[src/rtl/if_id_hazard_latch.sv]
// IF/ID pipeline register for the DLX pipeline: latches pre-decoded fetch fields,
// detects load-use hazards against the instruction in EX, and kills wrong-path work on Flush.
module if_id_hazard_latch #(
    parameter int CountWidth = 16
) (
    input  logic                  clk,
    input  logic                  reset,
    input  logic [0:5]            OpCode,
    input  logic [0:5]            Function,
    input  logic [0:4]            Rs1,
    input  logic [0:4]            Rs2,
    input  logic [0:4]            Rd,
    input  logic [0:15]           Immediate,
    input  logic [0:31]           PCPlusFour,
    input  logic                  Flush,
    input  logic                  Hold,
    output logic [0:5]            IdOpCode,
    output logic [0:5]            IdFunction,
    output logic [0:4]            IdRs1,
    output logic [0:4]            IdRs2,
    output logic [0:4]            IdRd,
    output logic [0:15]           IdImmediate,
    output logic [0:31]           IdPCPlusFour,
    output logic                  IdValid,
    output logic                  IssueValid,
    output logic                  Stall,
    output logic [0:CountWidth-1] StallCount
);

    typedef struct packed {
        logic [5:0]  op;
        logic [5:0]  fn;
        logic [4:0]  rs1;
        logic [4:0]  rs2;
        logic [4:0]  rd;
        logic [15:0] imm;
        logic [31:0] pc;
    } id_fields_t;

    localparam logic [CountWidth-1:0] CntOne = {{(CountWidth-1){1'b0}}, 1'b1};
    localparam logic [CountWidth-1:0] CntMax = {CountWidth{1'b1}};

    id_fields_t            id_q, id_d;
    logic                  id_valid_q, id_valid_d;
    logic                  ex_is_load_q, ex_is_load_d;
    logic [4:0]            ex_rd_q, ex_rd_d;
    logic [CountWidth-1:0] cnt_q, cnt_d;
    logic                  load_use;

    function automatic logic is_load(input logic [5:0] op);
        case (op)
            6'h20, 6'h21, 6'h23, 6'h24, 6'h25, 6'h26, 6'h27: return 1'b1;
            default: return 1'b0;
        endcase
    endfunction

    function automatic logic rs1_is_src(input logic [5:0] op);
        case (op)
            6'h02, 6'h03, 6'h0F, 6'h10, 6'h11, 6'h15: return 1'b0;
            default: return 1'b1;
        endcase
    endfunction

    function automatic logic rs2_is_src(input logic [5:0] op);
        case (op)
            6'h00, 6'h01, 6'h28, 6'h29, 6'h2B, 6'h2E, 6'h2F: return 1'b1;
            default: return 1'b0;
        endcase
    endfunction

    // Hazard looks only at registered state so it cannot form a loop through fetch.
    always_comb begin
        load_use = id_valid_q && ex_is_load_q && (ex_rd_q != 5'd0) &&
                   (((ex_rd_q == id_q.rs1) && rs1_is_src(id_q.op)) ||
                    ((ex_rd_q == id_q.rs2) && rs2_is_src(id_q.op)));
    end

    always_comb begin
        id_d         = id_q;
        id_valid_d   = id_valid_q;
        ex_is_load_d = ex_is_load_q;
        ex_rd_d      = ex_rd_q;
        cnt_d        = cnt_q;
        if (Flush) begin
            id_d         = '0;
            id_valid_d   = 1'b0;
            ex_is_load_d = 1'b0;
        end else if (Hold) begin
            id_d = id_q;
        end else if (load_use) begin
            ex_is_load_d = 1'b0;
            if (cnt_q != CntMax) cnt_d = cnt_q + CntOne;
        end else begin
            id_d         = '{op: OpCode, fn: Function, rs1: Rs1, rs2: Rs2, rd: Rd,
                             imm: Immediate, pc: PCPlusFour};
            id_valid_d   = 1'b1;
            ex_is_load_d = id_valid_q && is_load(id_q.op);
            ex_rd_d      = id_q.rd;
        end
    end

    always_ff @(posedge clk or posedge reset) begin
        if (reset) begin
            id_q         <= '0;
            id_valid_q   <= 1'b0;
            ex_is_load_q <= 1'b0;
            ex_rd_q      <= '0;
            cnt_q        <= '0;
        end else begin
            id_q         <= id_d;
            id_valid_q   <= id_valid_d;
            ex_is_load_q <= ex_is_load_d;
            ex_rd_q      <= ex_rd_d;
            cnt_q        <= cnt_d;
        end
    end

    assign IdOpCode     = id_q.op;
    assign IdFunction   = id_q.fn;
    assign IdRs1        = id_q.rs1;
    assign IdRs2        = id_q.rs2;
    assign IdRd         = id_q.rd;
    assign IdImmediate  = id_q.imm;
    assign IdPCPlusFour = id_q.pc;
    assign IdValid      = id_valid_q;
    assign Stall        = (load_use || Hold) && !Flush;
    assign IssueValid   = id_valid_q && !load_use && !Hold && !Flush;
    assign StallCount   = cnt_q;

endmodule

[config.mk]
export PLATFORM = sky130hd
export DESIGN_NAME = if_id_hazard_latch
export DESIGN_NICKNAME = d
export VERILOG_FILES = /design/src/rtl/if_id_hazard_latch.sv
export SDC_FILE = /design/constraint.sdc
export NUM_CORES = 1
export LEC_CHECK = 0
export CAP_MARGIN = 20
export CORE_AREA = 8 8 124 126
export DETAILED_ROUTE_END_ITERATION = 10
export DIE_AREA = 0 0 132 134
export SETUP_SLACK_MARGIN = 0.05
export SYNTH_ARGS = -nofsm -noshare
export SYNTH_HDL_FRONTEND = slang
export SYNTH_SLANG_ARGS = --single-unit
export TNS_END_PERCENT = 100
[constraint.sdc]
create_clock -name clk -period 7.9 [get_ports clk]
set_input_delay 1.58 -clock clk [delete_from_list [all_inputs] [get_ports clk]]
set_output_delay 1.58 -clock clk [all_outputs]
set_load 0.01 [all_outputs]
### Yosys cells after proc, flatten, opt, wreduce, memory -nomap -nowiden

Index checks and enable logic that the tools add are counted.

| operators by class | value |
|---|---|
| add/sub/neg operators | 1 |
| equal/unequal tests | 24 |
| muxes and demuxes | 15 |
| bitwise operators | 3 |
| reductions and logical operators | 23 |

Operators by type and width:

| cell | count |
|---|---|
| $mux 75 | 3 |
| $eq 6x6->1 const B | 12 |
| $eq 6x5->1 const B | 3 |
| $add 16x1->16 const B | 1 |
| $ne 16x16->1 const B | 1 |
| $reduce_or 7->1 | 2 |
| $eq 6x2->1 const B | 2 |
| $mux 1 | 12 |
| $eq 5x5->1 | 2 |
| $logic_and 1x1->1 | 10 |
| $eq 6x1->1 const B | 1 |
| $eq 6x4->1 const B | 1 |
| $logic_not 6->1 | 1 |
| $reduce_or 6->1 | 1 |
| $reduce_bool 5->1 | 1 |
| $ne 2x2->1 const B | 2 |
| $reduce_and 4->1 | 1 |
| $logic_not 1->1 | 3 |
| $not 1->1 | 3 |
| $reduce_and 3->1 | 1 |
| $logic_or 1x1->1 | 2 |
| $reduce_and 2->1 | 1 |

| storage, ports and cells | value |
|---|---|
| register bits | 98 |
| bits of input ports | 79 |
| output and inout bits | 94 |
| word-level logic and storage cells | 77 |

### Depth between registers and ports, before layout

Gate-level depths: netlist (run 1).

| depth | value |
|---|---|
| depth after elaboration | 13 |
| mapped depth | 8 |
| mapped depth without buffers | 6 |

### Worst setup path after synthesis (run 1)

Ideal clock, no wire load.

| timing | value |
|---|---|
| path kind | input to output |
| start point | input Flush |
| end point | output IssueValid |
| arrival time | 2080 ps |
| required time | 6320 ps |
| setup slack | 4240 ps |
| cell stages on the path | 1 |
| path buffers | 0 |
| path through | nor4_1 |

| between the ends | value |
|---|---|
| longest elaborated chain between the ends | 2 |

RTL lines:

| what | line | text |
|---|---|---|
| start, declared | 15 | `input logic Flush,` |
| $logic_not 1->1 | 127 | `assign IssueValid = id_valid_q && !load_use && !Hold && !Flush;` |
| $logic_and 1x1->1 | 127 |  |
| end, declared | 25 | `output logic IssueValid,` |

No other way between the ends.

### Worst setup path in the final report (run 1)

| timing | value |
|---|---|
| start point | register ex_rd_q[2] |
| end point | output Stall |

| between the ends | value |
|---|---|
| longest elaborated chain between the ends | 6 |
| elaborated cells on any way between the ends | 10 |
| classes of those cells | eq/ne: 2; reduce/logical: 8 |

RTL lines:

| what | line | text |
|---|---|---|
| start, declared | 46 | `logic [4:0] ex_rd_q, ex_rd_d;` |
| start signal, assigned | 113 | `ex_rd_q <= ex_rd_d;` |
| $eq 5x5->1, on equally long branches | 74, 75 |  |
| $logic_and 1x1->1, on equally long branches | 74, 75 |  |
| $logic_or 1x1->1 | 74 | `(((ex_rd_q == id_q.rs1) && rs1_is_src(id_q.op)) \|\|` |
| $logic_and 1x1->1 * | 73 | `load_use = id_valid_q && ex_is_load_q && (ex_rd_q != 5'd0) &&` |
| $logic_or 1x1->1 * | 126 | `assign Stall = (load_use \|\| Hold) && !Flush;` |
| $logic_and 1x1->1 * | 126 |  |
| end, declared | 26 | `output logic Stall,` |

Every way passes the cells marked *; elsewhere a longest branch is shown, timed or not.

==> results of run 1 <==
## sequential cells by signal, indices dropped and copies added, names as in the netlist
signal	cells
IdPCPlusFour	32
IdImmediate	16
StallCount	16
IdFunction	6
IdOpCode	6
IdRd	5
IdRs1	5
IdRs2	5
ex_rd_q	5
IdValid	1
ex_is_load_q	1
## synth_stat cells
library cell  number  area share
xnor2_1           26       0.058
nor3_1             2      0.0025
a31oi_1            1      0.0016
mux2_1             5       0.014
nor2_1             5      0.0048
buf_2             12       0.015
o21ba_2            1      0.0025
or4_1              3      0.0057
a21oi_1            1      0.0013
dfrtp_1           98        0.62
o211ai_1           1      0.0019
o2111ai_1          1      0.0022
and4_1             1      0.0022
mux2_2             1      0.0029
and3_1             5      0.0080
inv_1              5      0.0048
a22o_1            75        0.17
nor3b_1            4      0.0076
ha_1               1      0.0032
o21ai_2            1      0.0022
o31ai_1            1      0.0019
nand4_1            6      0.0096
nand2_1            6      0.0057
a311oi_1           1      0.0022
clkbuf_1           1     0.00095
nor3_4             1      0.0041
nand2b_1           2      0.0032
nand3_1           12       0.015
buf_6              5       0.014
nand4b_1           2      0.0045
nor4_1             1      0.0016
a32o_1             1      0.0025
buf_4              1      0.0019
## stage by stage
step / worst slack (ps) / area [µm²] / power (mW) / hold WS, ps
4_1_cts: 2490 / 6090 / 1.17 / 502
3_5_place_dp: 2510 / 5780 / 0.724 / 480
5_1_grt: 2290 / 6090 / 1.21 / 515
3_3_place_gp: 2550 / 5780 / 0.723 / 482
6_report: 2540 / 6090 / 1.16 / 497
2_1_floorplan: 3760 / 3930 / 0.621 / 494
## logic make-up after synthesis
kind of cell	synth area share
XOR/XNOR	0.0579
AND/OR/NAND/NOR	0.0748
multiplexers	0.0172
buffers and inverters	0.0372
flip-flops	0.624
AO/OA/AOI/OAI	0.186
adder cells (fa/ha/maj)	0.00318
## cells in the final DEF (no fill, tap or decap), drive strengths merged, types with 2 or more instances in the layout
master         instances
nand2                  6
dfrtp                 98
xnor2                 26
nand4                  6
a22o                  75
nor3b                  4
clkbuf                12
nor3                   3
and3                   5
inv                    5
buf                    3
nand4b                 2
clkdlybuf4s50        172
nor2                   5
or4                    3
clkinvlp               2
mux2                   6
nand2b                 2
nand3                 12
## final timing paths
kind	start	to	slack (ps)	cells past startpoint
setup reg to reg	ex_rd_q[2]$_DFFE_PP0P_	IdPCPlusFour[31]$_DFFE_PP0P_	4800	6
setup / recovery	ex_rd_q[2]$_DFFE_PP0P_	Stall	2540	6
max in group asynchronous	reset	IdPCPlusFour[4]$_DFFE_PP0P_	5140	3
min in group asynchronous	reset	IdFunction[1]$_DFFE_PP0P_	1640	2
hold reg to reg	IdPCPlusFour[0]$_DFFE_PP0P_	IdPCPlusFour[0]$_DFFE_PP0P_	500	1
hold / removal	IdPCPlusFour[0]$_DFFE_PP0P_	IdPCPlusFour[0]$_DFFE_PP0P_	500	1
## per-layer routing
layer,track usage,up-vias,part of all wire
met5,0,-,0.0012
met2,0.201,105,0.47
li1,-,1422,-
met3,0.0583,8,0.086
met1,0.159,1477,0.44
met4,0.0325,2,0.0077
## power groups by stage
stage	clock (mW)	sequential [mW]	combinational, mW
after floorplan	0	0.563	0.0581
after global placement	0	0.556	0.167
after detailed placement	0	0.556	0.168
after CTS	0.459	0.547	0.168
after global routing	0.480	0.551	0.178
final	0.444	0.547	0.164
## critical path, delay by kind of cell (launching register included)
family	cells	cell delay, ps
compound gates	2	1510
buf+inv	1	700
simple gates	2	620
flops	1	420
xor+xnor	1	150
## final cells by class
class                           instances  area (µm²)  area share
Timing Repair Buffer                  175        1740       0.287
Inverter                                5        21.3     0.00349
Clock buffer                           12         256      0.0421
Clock inverter                          4        50.0     0.00822
Sequential cell                        98        2450       0.403
Multi-Input combinational cell        167        1340       0.220
Tap cell                              180         225      0.0370
==> impl_metrics.tcl, run 1 <==
set metrics [dict create \
    cts_root_buffer "clkbuf_16" \
    track_usage 0.129 \
    final_core_utilization 0.451 \
    num_rows 43 \
    synthCells 289 \
    wl_per_cell_um 17.6 \
    dr_total_vias 3014 \
    synth.cell_area_mm2 0.00393 \
    drive_gt1_frac 0.0499 \
    tightest_slew_ps 975 \
    synth_fp_nets 369 \
    path_cells "xnor2_1 > nand2_1 > or4_1 > o21ai_2 > o21ba_4 > clkdlybuf4s50_1" \
    pwr-share-clk 0.384 \
    area_growth_pct 54.9 \
    via_per_inst 4.70 \
    final_hold_viol_count 0 \
    dp_cells 625 \
    max-cap-violations 0 \
    setup_tns_ps 0 \
    clkSinkCount 98 \
    cts_buffer_depth 2 \
    p_per_area_mw_per_mm2 190 \
    htree_levels 3 \
    cts_hold_buf 0 \
    first_global_vias 3309 \
    layout.nets 536 \
    leakage_nw 2.56 \
    path_class "flop to primary output" \
    drc_errors 0 \
    first_pass_iters 4 \
    die_h_um 134 \
    p_int_uw 889 \
    ir_worst_vdd_mv 0.0892 \
    num_antenna_cells 0 \
    setup_viol 0 \
    clk_latency_ps 330 \
    cpMaxStageDelayCell "o21ba_4" \
    instances_no_fill 641 \
    hpwlAfterDp_um 8070 \
    status "finished clean" \
    grt_max_degree 81 \
    cp_slowest_stage_delay_ps 830 \
    yosysSeqAreaShare 0.624 \
    power_switching_share 0.231 \
    avgSynthCellArea_um2 13.6 \
    max_freq_mhz 187 \
    io_buffers 172 \
    fin_skew_ps 3.99 \
    postCtsSetupRepairBufs 0 \
    die_w_um 132 \
    clk_pin_slew_worst_paths_ps 70 \
    combPwrFrac 0.142 \
    cts_resized 0 \
    initial_core_util 0.291 \
    crit_fanout 76 \
    fillCellCount 1274 \
    drv_slew 0 \
    worstPathArrival_ps 3780 \
    ys_ff_latch 98 \
    cts-buffers-inserted 9 \
    synth_cell_types 33 \
    antenna_found_initial 1 \
    first_iter_violations 133 \
    finalWirelength_um 11300 \
    relSlewSlack 0.350 \
    overflow 0 \
    seqPwrFrac 0.474 \
    core_area_mm2 0.0135 \
    min_path_type "flop to flop" \
    cp-end-kind "primary output" \
    startpoint_type "flop" \
    grt_pass1_wl_um 18400 \
    period_needed_ps 5360 \
    fin_crit_sh 0.678 \
    die_area_mm2 0.0177 \
    yosysWarnings 0 \
    required_ps 6320 \
    antenna_left 0 \
    pin_count 173 \
    rsz0062_at_grt "no" \
    cts_tree "done" \
    switchingPower_uw 267 \
    gp_congestion 0.745 \
]
Power figures use the tool's default switching activity.
==> run 2, diff against run 1 <==
==> constraint.sdc (replaced) <==
create_clock -name clk -period 5.24 [get_ports clk]
set_input_delay 1.048 -clock clk [delete_from_list [all_inputs] [get_ports clk]]
set_output_delay 1.048 -clock clk [all_outputs]
set_load 0.01 [all_outputs]
==> run 2 against run 1 <==
Against the previous run:
- design area barely moved
- via count shrank 1.4%
- core utilization about the same
- first-iteration DRC count increased by 2.3%
- global-route usage up 0.34 points
- clock power is 41% higher
- clock skew grew 3.8 ps
- register-to-register slack lost 2700 ps
- largest power group unchanged
==> impl_metrics.tcl, run 2 (synthesized netlist as in run 1, its figures left out) <==
set metrics [dict create \
    antenna_left 0 \
    cts_root_buffer "clkbuf_16" \
    final_hold_viol_count 0 \
    path_class "flop to primary output" \
    num_rows 43 \
    grt_max_degree 76 \
    p_per_area_mw_per_mm2 279 \
    die_w_um 132 \
    max-cap-violations 0 \
    period_needed_ps 4000 \
    die_h_um 134 \
    final_common_cell "clkdlybuf4s50_1" \
    path_cells "xnor2_1 > nand2_1 > or4_1 > o21ai_2 > o21ba_4 > clkdlybuf4s50_1" \
    first_iter_violations 136 \
    crit_path_start "ex_rd_q[3]$_DFFE_PP0P_" \
    instances_no_fill 642 \
    drive_gt1_frac 0.0476 \
    postCtsSetupRepairBufs 0 \
    relSlewSlack 0.446 \
    htree_levels 3 \
    timing.hold.worst_path_depth 1 \
    min_path_type "flop to flop" \
    track_usage 0.132 \
    cts_hold_buf 0 \
    pin_count 173 \
    ir_worst_vdd_mv 0.138 \
    io_buffers 172 \
    drc_errors 0 \
    area_growth_pct 54.9 \
    gp_congestion 0.785 \
    timing.rr.start "ex_rd_q[1]$_DFFE_PP0P_" \
    r2r_slack_ps 2120 \
    rsz0062_at_grt "no" \
    setup_viol 0 \
    fin_skew_ps 7.79 \
    cts_resized 0 \
    reg2regPathDepth 7 \
    clk_latency_ps 340 \
    hpwlAfterDp_um 8390 \
    endpoint "Stall" \
    required_ps 4190 \
    clkSinkCount 98 \
    cts-buffers-inserted 9 \
    cts_buffer_depth 2 \
    die_area_mm2 0.0177 \
    crit_fanout 18 \
    clk_pin_slew_worst_paths_ps 70 \
    status "finished clean" \
    drv_slew 0 \
    dp_cells 626 \
    leakage_nw 2.56 \
    whs_ps 497 \
    setup_tns_ps 0 \
    wl_per_cell_um 17.9 \
    cp-end-kind "primary output" \
    startpoint_type "flop" \
    initial_core_util 0.291 \
    overflow 0 \
    cp_slowest_stage_delay_ps 630 \
    finalWirelength_um 11500 \
    core_area_mm2 0.0135 \
    layout.nets 537 \
    dr_total_vias 2973 \
    final_cell_mix "clkdlybuf4s50_1, dfrtp_1, a22o_1, xnor2_1, nand3_1" \
    max_freq_mhz 250 \
    tightest_slew_ps 831 \
    via_per_inst 4.63 \
    antenna_found_initial 0 \
    final_core_utilization 0.451 \
    fin_crit_sh 0.763 \
    cts_tree "done" \
    grt_pass1_wl_um 18600 \
    worstPathArrival_ps 2950 \
    largest_reg_flops 32 \
    num_antenna_cells 0 \
    cpMaxStageDelayCell "o21ai_2" \
    first_pass_iters 4 \
    timing.rr.end "ex_rd_q[3]$_DFFE_PP0P_" \
    first_global_vias 3316 \
]
[run 2: power breakdown]
group	internal, mW	leakage, nW	total [mW]	switching, mW
clock	0.362	0.136	0.625	0.264
combinational	0.152	1.11	0.251	0.0983
sequential	0.794	1.31	0.825	0.0312
total	1.31	2.56	1.70	0.393
[run 2: critical path, delay by kind of cell (launching register included)]
family | cells | cell delay [ps]
AOI/OAI and AO/OA | 2 | 860
xor gates and xnor gates | 1 | 160
buffers and inverters | 1 | 550
DFF | 1 | 430
and+or+nand+nor | 2 | 610
[run 2: worst min path at each step]
stage                                               to                          from  slack, ps
after CTS                  IdImmediate[12]$_DFFE_PP0P_   IdImmediate[12]$_DFFE_PP0P_        500
after floorplan               ex_is_load_q$_DFFE_PP0P_      ex_is_load_q$_DFFE_PP0P_        490
final                      IdImmediate[10]$_DFFE_PP0P_   IdImmediate[10]$_DFFE_PP0P_        500
after global routing       IdImmediate[10]$_DFFE_PP0P_   IdImmediate[10]$_DFFE_PP0P_        510
after global placement       StallCount[4]$_DFFE_PP0P_     StallCount[4]$_DFFE_PP0P_        480
after detailed placement  IdPCPlusFour[13]$_DFFE_PP0P_  IdPCPlusFour[13]$_DFFE_PP0P_        480
[run 2: metrics by stage]
stage / total power [mW] / area (µm²) / setup WS (ps)
after CTS: 1.73 / 6090 / 1210
final: 1.70 / 6090 / 1240
after global placement: 1.09 / 5800 / 1580
after floorplan: 0.937 / 3930 / 1630
after global routing: 1.79 / 6090 / 1070
after detailed placement: 1.09 / 5800 / 1550
[run 2: cell type report]
cell class,instances,area (µm²)
clock buffers,15,278
clock inverters,1,7.51
fillers,1244,7420
inverters,5,21.3
multi-input cells,167,1340
flip-flops and latches,98,2450
well taps,180,225
repair buffers,176,1760
[run 2: metal layers]
layer,routed length [µm],global-route usage,up-vias
met2,5350,0.200,111
met4,62,0.0345,0
li1,-,-,1422
met3,963,0.0587,5
met1,5100,0.168,1435
met5,0,0,-
